<file path="src/rtl/obstacle_scheduler_if.sv">
`default_nettype none
// ============================================================================
//  Module      : obstacle_scheduler_if
//  Description : Bundle of frame-timing, slot-status and launch signals that
//                connect a game controller (master) to obstacle_scheduler
//                (slave).
//                  i_ani_stb  frame strobe, one clock per frame
//                  i_animate  game running; low freezes scheduling
//                  i_clear    synchronous restart to the grace period
//                  i_busy     per-slot occupied flag
//                  o_launch   one-hot single-cycle launch pulse
//                  o_rnd      random value latched with each launch
//                  o_grace    high while in the grace period
//                  o_gap      current gap countdown, saturated at 255
//  Revision    : 1.0  initial release
// ============================================================================
interface obstacle_scheduler_if #(
    parameter int NSLOT = 4
);
    logic             i_ani_stb;
    logic             i_animate;
    logic             i_clear;
    logic [NSLOT-1:0] i_busy;
    logic [NSLOT-1:0] o_launch;
    logic [3:0]       o_rnd;
    logic             o_grace;
    logic [7:0]       o_gap;

    modport master (
        output i_ani_stb, i_animate, i_clear, i_busy,
        input  o_launch, o_rnd, o_grace, o_gap
    );

    modport slave (
        input  i_ani_stb, i_animate, i_clear, i_busy,
        output o_launch, o_rnd, o_grace, o_gap
    );
endinterface
`default_nettype wire

</file>
<file path="src/rtl/obstacle_scheduler.sv">
`default_nettype none
// ============================================================================
//  Module      : obstacle_scheduler
//  Description : Decides when and into which slot the next obstacle is
//                launched. After reset or clear a grace period of
//                GRACE_FRAMES frames runs, then the block alternates between
//                counting down a randomised gap (MIN_GAP + 0..30 frames) and
//                picking the next free slot round-robin.
//  Ports       : i_clk    base clock, rising edge
//                i_rst_n  asynchronous active-low reset
//                bus      obstacle_scheduler_if.slave (strobe, animate,
//                         clear, busy in; launch, rnd, grace, gap out)
//  Revision    : 1.0  initial release
// ============================================================================
module obstacle_scheduler #(
    parameter int          NSLOT        = 4,
    parameter int          MIN_GAP      = 60,
    parameter int          GRACE_FRAMES = 120,
    parameter logic [15:0] SEED         = 16'hACE1
) (
    input  wire logic            i_clk,
    input  wire logic            i_rst_n,
    obstacle_scheduler_if.slave  bus
);

    localparam int          PW          = (NSLOT > 1) ? $clog2(NSLOT) : 1;
    localparam logic [15:0] C_LFSR_MASK = 16'hB400;

    typedef enum logic [1:0] {
        GRACE = 2'd0,
        WAIT  = 2'd1,
        PICK  = 2'd2
    } state_t;

    state_t           state_q,     state_d;
    logic [15:0]      grace_cnt_q, grace_cnt_d;
    logic [8:0]       gap_cnt_q,   gap_cnt_d;
    logic [PW-1:0]    rr_ptr_q,    rr_ptr_d;
    logic [15:0]      lfsr_q,      lfsr_d;
    logic [NSLOT-1:0] launch_q,    launch_d;
    logic [3:0]       rnd_q,       rnd_d;
    logic             grace_q,     grace_d;
    logic [7:0]       gap_q,       gap_d;

    logic             w_tick;
    logic             w_found;
    logic [PW-1:0]    w_sel;
    logic [PW-1:0]    w_idx;
    logic [8:0]       w_gap_first;
    logic [8:0]       w_gap_next;

    assign w_tick      = bus.i_ani_stb & bus.i_animate;
    // Gap reloads: low nibble of the LFSR after grace, next nibble after a
    // launch, so the launch value on o_rnd and the following gap differ.
    assign w_gap_first = 9'(MIN_GAP) + {4'b0000, lfsr_q[3:0], 1'b0};
    assign w_gap_next  = 9'(MIN_GAP) + {4'b0000, lfsr_q[7:4], 1'b0};

    // First free slot starting at rr_ptr and wrapping modulo NSLOT.
    always_comb begin
        w_found = 1'b0;
        w_sel   = '0;
        w_idx   = '0;
        for (int i = 0; i < NSLOT; i++) begin
            w_idx = PW'((int'(rr_ptr_q) + i) % NSLOT);
            if (!w_found && !bus.i_busy[w_idx]) begin
                w_found = 1'b1;
                w_sel   = w_idx;
            end
        end
    end

    always_comb begin
        // Galois LFSR, free-running regardless of animate or clear
        lfsr_d      = lfsr_q[0] ? ((lfsr_q >> 1) ^ C_LFSR_MASK) : (lfsr_q >> 1);
        state_d     = state_q;
        grace_cnt_d = grace_cnt_q;
        gap_cnt_d   = gap_cnt_q;
        rr_ptr_d    = rr_ptr_q;
        launch_d    = '0;
        rnd_d       = rnd_q;

        if (bus.i_clear) begin
            state_d     = GRACE;
            grace_cnt_d = 16'(GRACE_FRAMES);
            gap_cnt_d   = 9'd0;
        end else begin
            case (state_q)
                GRACE: begin
                    if (w_tick) begin
                        grace_cnt_d = grace_cnt_q - 16'd1;
                        if (grace_cnt_q <= 16'd1) begin
                            state_d   = WAIT;
                            gap_cnt_d = w_gap_first;
                        end
                    end
                end
                WAIT: begin
                    // Expiry is checked every cycle, not only on ticks
                    if (gap_cnt_q == 9'd0) begin
                        state_d = PICK;
                    end else if (w_tick) begin
                        gap_cnt_d = gap_cnt_q - 9'd1;
                    end
                end
                PICK: begin
                    // No free slot or paused: stay here and retry next cycle
                    if (bus.i_animate && w_found) begin
                        launch_d  = NSLOT'(1) << w_sel;
                        rnd_d     = lfsr_q[3:0];
                        rr_ptr_d  = (w_sel == PW'(NSLOT - 1)) ? '0 : w_sel + PW'(1);
                        gap_cnt_d = w_gap_next;
                        state_d   = WAIT;
                    end
                end
                default: begin
                    state_d = GRACE;
                end
            endcase
        end

        grace_d = (state_d == GRACE);
        gap_d   = (gap_cnt_d > 9'd255) ? 8'hFF : gap_cnt_d[7:0];
    end

    always_ff @(posedge i_clk or negedge i_rst_n) begin
        if (!i_rst_n) begin
            state_q     <= GRACE;
            grace_cnt_q <= 16'(GRACE_FRAMES);
            gap_cnt_q   <= 9'd0;
            rr_ptr_q    <= '0;
            lfsr_q      <= SEED;
            launch_q    <= '0;
            rnd_q       <= 4'd0;
            grace_q     <= 1'b1;
            gap_q       <= 8'd0;
        end else begin
            state_q     <= state_d;
            grace_cnt_q <= grace_cnt_d;
            gap_cnt_q   <= gap_cnt_d;
            rr_ptr_q    <= rr_ptr_d;
            lfsr_q      <= lfsr_d;
            launch_q    <= launch_d;
            rnd_q       <= rnd_d;
            grace_q     <= grace_d;
            gap_q       <= gap_d;
        end
    end

    assign bus.o_launch = launch_q;
    assign bus.o_rnd    = rnd_q;
    assign bus.o_grace  = grace_q;
    assign bus.o_gap    = gap_q;

endmodule
`default_nettype wire

</file>
<file path="src/flat_wrapper.sv">
// flat-port wrapper written by rule: the top's interface ports become plain ports
module obstacle_scheduler_flat 
#(
    parameter int          NSLOT        = 4,
    parameter int          MIN_GAP      = 60,
    parameter int          GRACE_FRAMES = 120,
    parameter logic [15:0] SEED         = 16'hACE1
)
  (i_clk, i_rst_n, bus_i_ani_stb, bus_i_animate, bus_i_clear, bus_i_busy, bus_o_launch, bus_o_rnd, bus_o_grace, bus_o_gap);
  obstacle_scheduler_if #(.NSLOT(NSLOT)) bus_i ();
  input  wire logic i_clk;
  input  wire logic i_rst_n;
  input wire logic [$bits(bus_i.i_ani_stb)-1:0] bus_i_ani_stb;
  input wire logic [$bits(bus_i.i_animate)-1:0] bus_i_animate;
  input wire logic [$bits(bus_i.i_clear)-1:0] bus_i_clear;
  input wire logic [$bits(bus_i.i_busy)-1:0] bus_i_busy;
  output wire logic [$bits(bus_i.o_launch)-1:0] bus_o_launch;
  output wire logic [$bits(bus_i.o_rnd)-1:0] bus_o_rnd;
  output wire logic [$bits(bus_i.o_grace)-1:0] bus_o_grace;
  output wire logic [$bits(bus_i.o_gap)-1:0] bus_o_gap;
  assign bus_i.i_ani_stb = bus_i_ani_stb;
  assign bus_i.i_animate = bus_i_animate;
  assign bus_i.i_clear = bus_i_clear;
  assign bus_i.i_busy = bus_i_busy;
  assign bus_o_launch = bus_i.o_launch;
  assign bus_o_rnd = bus_i.o_rnd;
  assign bus_o_grace = bus_i.o_grace;
  assign bus_o_gap = bus_i.o_gap;
  obstacle_scheduler #(.NSLOT(NSLOT), .MIN_GAP(MIN_GAP), .GRACE_FRAMES(GRACE_FRAMES), .SEED(SEED)) u_core (.i_clk(i_clk), .i_rst_n(i_rst_n), .bus(bus_i));
endmodule
</file>
<file path="config.mk">
export PLATFORM = sky130hd
export DESIGN_NAME = obstacle_scheduler_flat
export DESIGN_NICKNAME = d
export VERILOG_FILES = /design/src/rtl/obstacle_scheduler_if.sv /design/src/rtl/obstacle_scheduler.sv /design/src/flat_wrapper.sv
export SDC_FILE = /design/constraint.sdc
export NUM_CORES = 1
export LEC_CHECK = 0
export CAP_MARGIN = 20
export CORE_ASPECT_RATIO = 0.6
export CORE_MARGIN = 3
export CORE_UTILIZATION = 45
export CTS_BUF_LIST = sky130_fd_sc_hd__clkbuf_2
export DETAILED_ROUTE_END_ITERATION = 10
export DONT_BUFFER_PORTS = 1
export PLACE_DENSITY = 0.56
export SLEW_MARGIN = 20
export SYNTH_ARGS = -nofsm -noshare
export SYNTH_HDL_FRONTEND = slang
export SYNTH_SLANG_ARGS = --single-unit
export TNS_END_PERCENT = 30
</file>
<file path="constraint.sdc">
create_clock -name i_clk -period 4.2 [get_ports i_clk]
set_input_delay 1.26 -clock i_clk [delete_from_list [all_inputs] [get_ports i_clk]]
set_output_delay 1.26 -clock i_clk [all_outputs]
set_load 0.01 [all_outputs]
</file>
* After elaboration in Yosys (flattened, before gate mapping)
Cells that the tools add are included.
** Storage, ports and cells
- Flip-flop bits (word level) :: 62
- Word-level logic and storage cells :: 84
** Operators by class
- Bitwise gates (word level) :: 3
- Reductions and logical operators :: 16
- Add/sub/neg operators :: 8
- Shift-type cells :: 1
- Mux-type cells :: 38
- Equality and inequality tests :: 3
- $lt $le $gt $ge :: 6
** Operator list (number)
- $mux W16 :: 4
- $mux W9 :: 6
- $pmux W9 S3 :: 1
- $mux W2 :: 10
- $le A16 B1 Y1 const B :: 1
- $sub A16 B1 Y16 const B :: 1
- $add A6 B5 Y7 const A :: 2
- $lt A2 B3 Y1 const B :: 4
- $mux W4 :: 3
- $gt A9 B8 Y1 const B :: 1
- $logic_not A9 Y1 :: 1
- $sub A9 B1 Y9 const B :: 1
- $bmux W1 S2 :: 4
- $mux W1 :: 8
- $mux W8 :: 1
- $pmux W2 S3 :: 1
- $logic_not A1 Y1 :: 5
- $add A2 B1 Y2 const B :: 2
- $add A2 B2 Y2 const B :: 2
- $eq A2 B2 Y1 const B :: 2
- $logic_and A1 B1 Y1 :: 4
- $logic_not A2 Y1 :: 2
- $not A3 Y4 :: 1
- $reduce_bool A2 Y1 :: 2
- other kinds (6) :: 6

* Logic depth before layout (Yosys ltp)
Gate-level depths: netlist of run 1.
- Depth after elaboration :: 18
- Mapped depth :: 8
- Depth with buffers taken out :: 8

* Worst setup path before layout of run 1
OpenSTA, ideal clock, no wires.
- Path kind :: input to register
- Start point :: input bus_i_animate
- End point :: register u_core.gap_cnt_q[5]
- Stages :: 6
- Slack :: 1.341 ns
- Required time :: 4.106 ns
- Data arrival time :: 2.765 ns
- Path buffers :: 1
- Cell sequence :: buf_2 -> and2_1 -> nand2_1 -> or4_4 -> or4_4 -> a221oi_2
** Between the ends
- Longest elaborated chain between the ends :: 5
- Elaborated cells between the ends (all ways) :: 8
- Classes of those cells :: 6 x mux; 1 x bitwise; 1 x reduce/logical
** Ends and longest elaborated chain
- from (decl) :: line flat_wrapper.sv:14 : input wire logic [$bits(bus_i.i_animate)-1:0] bus_i_animate;
- $and A1 B1 Y1 :: line obstacle_scheduler.sv:52 : assign w_tick = bus.i_ani_stb & bus.i_animate;
- $mux W9 :: line obstacle_scheduler.sv:101 : end else if (w_tick) begin
- $mux W9 :: line obstacle_scheduler.sv:99 : if (gap_cnt_q == 9'd0) begin
- $pmux W9 S3 * :: line obstacle_scheduler.sv:87 : case (state_q)
- $mux W9 * :: line obstacle_scheduler.sv:82 : if (bus.i_clear) begin
- net u_core.gap_cnt_d[5] :: line obstacle_scheduler.sv:37 : logic [8:0] gap_cnt_q, gap_cnt_d;
- to (signal assigned) :: line obstacle_scheduler.sv:139 : gap_cnt_q <= gap_cnt_d;
- to (decl) :: line obstacle_scheduler.sv:37
Mark *: on every way through the listed nets, which the timed path passes. The rest lies on a longest branch.
A chain may end at the register's enable or synchronous reset.

* Worst setup path in the final report of run 1
- Start point :: register u_core.grace_cnt_q[0]
- End point :: register u_core.gap_q[0] (netlist: u_core.bus.o_gap[0])
** Between the ends
- Longest elaborated chain between the ends :: 7
** Ends and longest elaborated chain
- from (decl) :: line obstacle_scheduler.sv:36 : logic [15:0] grace_cnt_q, grace_cnt_d;
- from (signal assigned) :: line obstacle_scheduler.sv:128 : grace_cnt_q <= 16'(GRACE_FRAMES);
- from (signal assigned) :: line obstacle_scheduler.sv:138 : grace_cnt_q <= grace_cnt_d;
- $le A16 B1 Y1 * :: line obstacle_scheduler.sv:91 : if (grace_cnt_q <= 16'd1) begin
- $mux W9 * :: line obstacle_scheduler.sv:91
- $mux W9 * :: line obstacle_scheduler.sv:89 : if (w_tick) begin
- $pmux W9 S3 * :: line obstacle_scheduler.sv:87
- $mux W9 * :: line obstacle_scheduler.sv:82
- $gt A9 B8 Y1 :: line obstacle_scheduler.sv:122 : gap_d = (gap_cnt_d > 9'd255) ? 8'hFF : gap_cnt_d[7:0];
- $mux W8 * :: line obstacle_scheduler.sv:122
- net u_core.gap_d[0] :: line obstacle_scheduler.sv:43 : logic [7:0] gap_q, gap_d;
- to (signal assigned) :: line obstacle_scheduler.sv:145 : gap_q <= gap_d;
- to (decl) :: line obstacle_scheduler.sv:43
Marks and branches as above.

==> flow_summary.toml, run 1 <==
[global_route]
grt_start_max_net_pins = 63
grt_pass1_vias = 2150
grt.overflow.total = 0
grt_pass1_wl_mm = 11.4
grt_use_met3_pct = 7.09
busiest_layer = "met1"
met1_usage_pct = 28.5
grt_antenna_before_repair = 0
grt_util_met2_pct = 23.0
grt_usage_pct = 18.2

[setup_path]
r2r-start = "u_core.grace_cnt_q[0]$_DFFE_PN0P_"
cp.arrival_ps = 2890
path_max_fanout = 9
critPathRequiredTime_ps = 4570
worst-setup-path-type = "flop to flop"
startpoint = "u_core.grace_cnt_q[0]$_DFFE_PN0P_"
startpoint_type = "flop"
cp-end-kind = "flop"

[pwr]
leakage_uw = 0.00146
power.density_mw_per_mm2 = 303
ir_drop_mv = 0.225

[sta]
finClkSkew_ps = 17.2
relSlewSlack_pct = 46.9
tns_ps = 0
rsz0062_at_grt = "no"
tightestPinTransition_ps = 793
layout_worst_path_cycle_share_pct = 60.0
period_needed_ps = 2520
fmax_ghz = 0.397
setup_violations = 0
hold_viol = 0
slew_viol_final = 0

[logic_synthesis]
syn_inst = 302
synth_ff_type = "dfrtp_1"
avgSynthCellArea_um2 = 10.4
yosysSeqAreaShare_pct = 49.7
synth_cell_types = 58
async_flop_share_pct = 100
synth_edf_count = 0
synth_seq_cells = 62
synth_nets = 323
synth_area_mm2 = 0.00315
synth_warnings = 0

[cells_and_area]
regArea_mm2 = 0.00157
fillerInstances = 604
final_common_cell = "dfrtp_1"
diodes = 0
multi_input_area_mm2 = 0.00147
layout_common_cells = "dfrtp_1 (49), nor2_1 (29), inv_1 (19)"
fin_nets = 324
drive_gt1_share_pct = 17.2
final_util_pct = 51.8
syn2layout_area_growth_pct = 5.84

[detailed_routing]
vias = 2247
ant_nets = 0
initialDrtViolationCount = 151
dr.pass1.iters = 4
via_per_inst = 5.73
wl_mm = 6.82
post_drt_wl_per_cell_um = 17.4
drc = 0

[floorplanning]
core_mm2 = 0.00644
die-area_mm2 = 0.00808
rows = 22
initial_core_util_pct = 48.9
io_pins = 26
die_y_um = 70.8
die_x_um = 114

[clock_tree]
cts-htree-levels = 3
cts_root_buf = "clkbuf_2"
cts_buffers = 9
cts_tree = "done"
clock_sink_count = 62
insertion_delay_ps = 500
clockBufferDepth = 2
cts-hold-fix-buffers = 0
post-cts-setup-buffers = 0
post_cts.resized_instances = 0
path_clk_slew_ps = 180

[placed_design]
port_buffers = 0
gp_congestion = 0.884
place_hpwl_mm = 4.74

[run_status]
outcome = "finished clean"

[worst_hold_path]
worstHoldStart = "u_core.lfsr_q[8]$_DFF_PN0_"
min_path_type = "flop to flop"

[flow_run]
cap_violations = 0
[power by group]
part | internal [µW] | total, µW | switching [µW]
Clock | 133 | 351 | 219
Combinational | 18.3 | 48.4 | 30.1
Sequential | 604 | 611 | 6.03
Total | 755 | 1010 | 255
[metrics by stage]
step                      power [µW]  setup WS [ps]  std cells  hold WS [ps]  cell area, µm²
after floorplan                  664           1340        302           331            3150
after global placement           669           1220        376           332            3230
after detailed placement         668           1230        376           343            3230
after CTS                       1030           1690        392           371            3340
after global routing            1060           1390        392           325            3340
final                           1010           1680        392           378            3340
[cells by family (layout without fill, tap and decap cells)]
family | after synthesis | after routing | synth area share (%)
simple gates | 109 | 109 | 19.1
flops | 62 | 62 | 49.7
compound gates | 61 | 61 | 14.5
buf+inv | 31 | 37 | 3.73
xor+xnor | 19 | 19 | 5.28
fa+ha+maj | 12 | 12 | 4.76
mux | 8 | 8 | 2.82
[worst max-delay path: stages (launching register included)]
cell	delay [ps]
dfrtp_1	450
inv_1	80
ha_1	250
o21ba_2	170
nand4_1	290
o31a_2	520
a21boi_2	430
a41oi_1	180
[layer usage]
metal	vias up	wire, µm	share of wire [%]
li1	1093	-	-
met1	1097	3650	54
met4	0	46	0.67
met3	4	411	6.0
met5	-	0	0
met2	53	2710	40
[final cells by class]
| class | instances | area share (%) |
|---|---|---|
| Sequential cell | 62 | 47.0 |
| Clock buffer | 9 | 1.35 |
| Timing Repair Buffer | 2 | 0.450 |
| Tap cell | 84 | 3.15 |
| Multi-Input combinational cell | 209 | 44.0 |
| Inverter | 19 | 2.14 |
| Clock inverter | 7 | 1.95 |
[path summary, 6_finish.rpt]
kind | depth (start not counted) | slack [ps] | end
worst max register to register | 7 | 1680 | u_core.bus.o_gap[0]$_DFF_PN0_
min in group asynchronous | 0 | 420 | u_core.lfsr_q[12]$_DFF_PN0_
worst min register to register | 0 | 380 | u_core.lfsr_q[7]$_DFF_PN1_
worst max-delay path | 7 | 1680 | u_core.bus.o_gap[0]$_DFF_PN0_
max in group asynchronous | 0 | 3580 | u_core.bus.o_grace$_DFF_PN1_
worst min-delay path | 0 | 380 | u_core.lfsr_q[7]$_DFF_PN1_
[state kept, by name, summed over array words and instances, names as in the netlist]
signal,flops
u_core.bus.o_grace,1
u_core.bus.o_launch,4
u_core.grace_cnt_q,16
u_core.lfsr_q,16
u_core.bus.o_gap,8
u_core.rr_ptr_q,2
u_core.state_q,2
u_core.bus.o_rnd,4
u_core.gap_cnt_q,9
[synth_stat cells (3+ instances only)]
library cell	number	share of area (%)
xor2_1	13	3.6
a211oi_1	5	1.2
nor2_1	29	3.5
o22ai_1	3	0.60
nand3_1	7	1.1
xnor2_1	6	1.7
mux2_2	7	2.5
a31oi_1	5	0.99
ha_1	12	4.8
a221oi_1	3	0.83
and2_1	7	1.4
nor3_1	5	0.79
inv_1	19	2.3
nand4_1	7	1.4
nand2_1	16	1.9
a21oi_1	14	2.2
nand2b_1	9	1.8
o21ai_0	3	0.48
dfstp_2	13	11
clkbuf_1	11	1.3
dfrtp_1	49	39
or3_1	4	0.79
nor4_1	9	1.8
Power figures use the tool's default switching activity.
==> run 2, diff against run 1 <==
Clock period 4.2 ns to 2.4 ns, I/O delays scaled along.
==> flow_summary.toml, run 2 (synthesis gave the netlist of run 1 again) <==
[sta]
tns_ps = 0
relSlewSlack_pct = 64.9
fmax_ghz = 0.444
period_needed_ps = 2250
slew_viol_final = 0
rsz0062_at_grt = "no"
final.setup.worst_slack_ps = 147
layout_worst_path_cycle_share_pct = 93.9
setup_violations = 0
hold_viol = 0
finClkSkew_ps = 23.4
tightestPinTransition_ps = 514

[setup_path]
path_max_fanout = 7
r2r-start = "u_core.gap_cnt_q[0]$_DFF_PN0_"
cp_slowest_cell = "a2111oi_0"
worst-setup-path-type = "flop to flop"
cp-end-kind = "flop"
crit_chain = "inv_1 -> ha_1 -> nor4b_1 -> buf_4 -> a2111oi_0 -> xor2_1 -> a221oi_1 -> a21oi_1"
startpoint_type = "flop"
reg2reg_depth = 8
worst-r2r-setup-slack_ps = 150
cp.arrival_ps = 2650
critPathRequiredTime_ps = 2800
r2r-end = "u_core.bus.o_gap[6]$_DFF_PN0_"
cpPeakStageDelay_ps = 500

[global_route]
grt.overflow.total = 0
grt_usage_pct = 19.1
grt_pass1_wl_mm = 11.8
grt_start_max_net_pins = 61
grt_pass1_vias = 2178
grt_antenna_before_repair = 0

[pwr]
ir_drop_mv = 0.304
finalPower_uw = 1810
leakage_uw = 0.00157
power.density_mw_per_mm2 = 515

[floorplanning]
initial_core_util_pct = 48.9
rows = 22
die_y_um = 70.8
io_pins = 26
die_x_um = 114
die-area_mm2 = 0.00808
core_mm2 = 0.00644

[worst_hold_path]
worstHoldEndpoint = "u_core.grace_cnt_q[13]$_DFFE_PN0P_"
worstHoldStart = "bus_i_clear"
min_path_type = "primary input to flop"
whs_path_depth = 1

[cells_and_area]
drive_gt1_share_pct = 21.4
syn2layout_area_growth_pct = 11.6
final_util_pct = 54.6
diodes = 0
layout_common_cells = "dfrtp_1 (49), nor2_1 (29), inv_1 (19)"
reg_top3 = "u_core.grace_cnt_q: 16 flops, u_core.lfsr_q: 16 flops, u_core.gap_cnt_q: 9 flops"
final_common_cell = "dfrtp_1"
fin_nets = 343

[clock_tree]
cts_buffers = 9
cts_tree = "done"
post-cts-setup-buffers = 0
clockBufferDepth = 2
cts-htree-levels = 3
clock_sink_count = 62
insertion_delay_ps = 520
cts_root_buf = "clkbuf_2"
path_clk_slew_ps = 180

[detailed_routing]
dr.pass1.iters = 6
initialDrtViolationCount = 164
post_drt_wl_per_cell_um = 17.3
wl_mm = 7.11
vias = 2358
drc = 0
via_per_inst = 5.74
ant_nets = 0

[flow_run]
cap_violations = 0

[run_status]
outcome = "finished clean"

[placed_design]
place_hpwl_mm = 4.99
port_buffers = 0
dp_slack_ps = 158
gp_congestion = 0.920
run 2: worst max-delay path, delay by kind of cell, from the launching register on:
| kind | cells | cell delay [ps] |
|---|---|---|
| buf+inv | 2 | 240 |
| compound gates | 3 | 1000 |
| xor+xnor | 1 | 140 |
| fa+ha+maj | 1 | 220 |
| simple gates | 1 | 150 |
| flops | 1 | 380 |
run 2: worst max-delay path by stage:
stage	startpoint	endpoint	slack (ps)	depth (start not counted)
global route	u_core.gap_cnt_q[0]$_DFF_PN0_	u_core.bus.o_gap[6]$_DFF_PN0_	60	8
CTS	u_core.grace_cnt_q[12]$_DFFE_PN0P_	u_core.gap_cnt_q[5]$_DFF_PN0_	100	5
detailed placement	u_core.grace_cnt_q[12]$_DFFE_PN0P_	u_core.gap_cnt_q[5]$_DFF_PN0_	160	5
floorplan	bus_i_animate	u_core.gap_cnt_q[5]$_DFF_PN0_	80	6
global placement	bus_i_ani_stb	u_core.bus.o_gap[1]$_DFF_PN0_	180	5
finish	u_core.gap_cnt_q[0]$_DFF_PN0_	u_core.bus.o_gap[6]$_DFF_PN0_	150	8
run 2: layout make-up:
class                           instances  area [µm²]
Timing Repair Buffer                   21         195
Tap cell                               84         105
Multi-Input combinational cell        209        1470
Fill cell                             582        2920
Sequential cell                        62        1570
Inverter                               19        71.3
Clock buffer                           11        55.1
Clock inverter                          5        51.3
run 2: per-layer routing:
layer	share of wire [%]	up-vias	track usage (%)
li1	-	1126	-
met1	52	1165	28.8
met2	39	57	24.3
met3	7.7	10	8.03
met4	1.3	0	5.93
met5	0	-	0
run 2: power breakdown:
part	total (µW)	internal [µW]	switching (µW)
registers	1070	1060	10.6
clock network	620	242	377
logic	125	49.9	75.4
run 2: metrics by stage:
step                hold WS [ps]  cells  cell area [µm²]
finish                       236    411             3520
CTS                         17.3    410             3500
global placement             334    392             3360
floorplan                    331    302             3150
global route                 155    411             3520
detailed placement           337    392             3360
run 2: repair_timing:
action	4_1_cts	5_1_grt
hold buffers	2	1
resized for setup	0	1
endpoints found under the hold margin	60	6
setup endpoints to repair	0	2
==> run 3, diff against run 2 <==
Settings changed: ABC_CLOCK_PERIOD_IN_PS set to 2400.
==> results of run 3 <==
Final layout, timing and power as in run 2 (identical DEF).
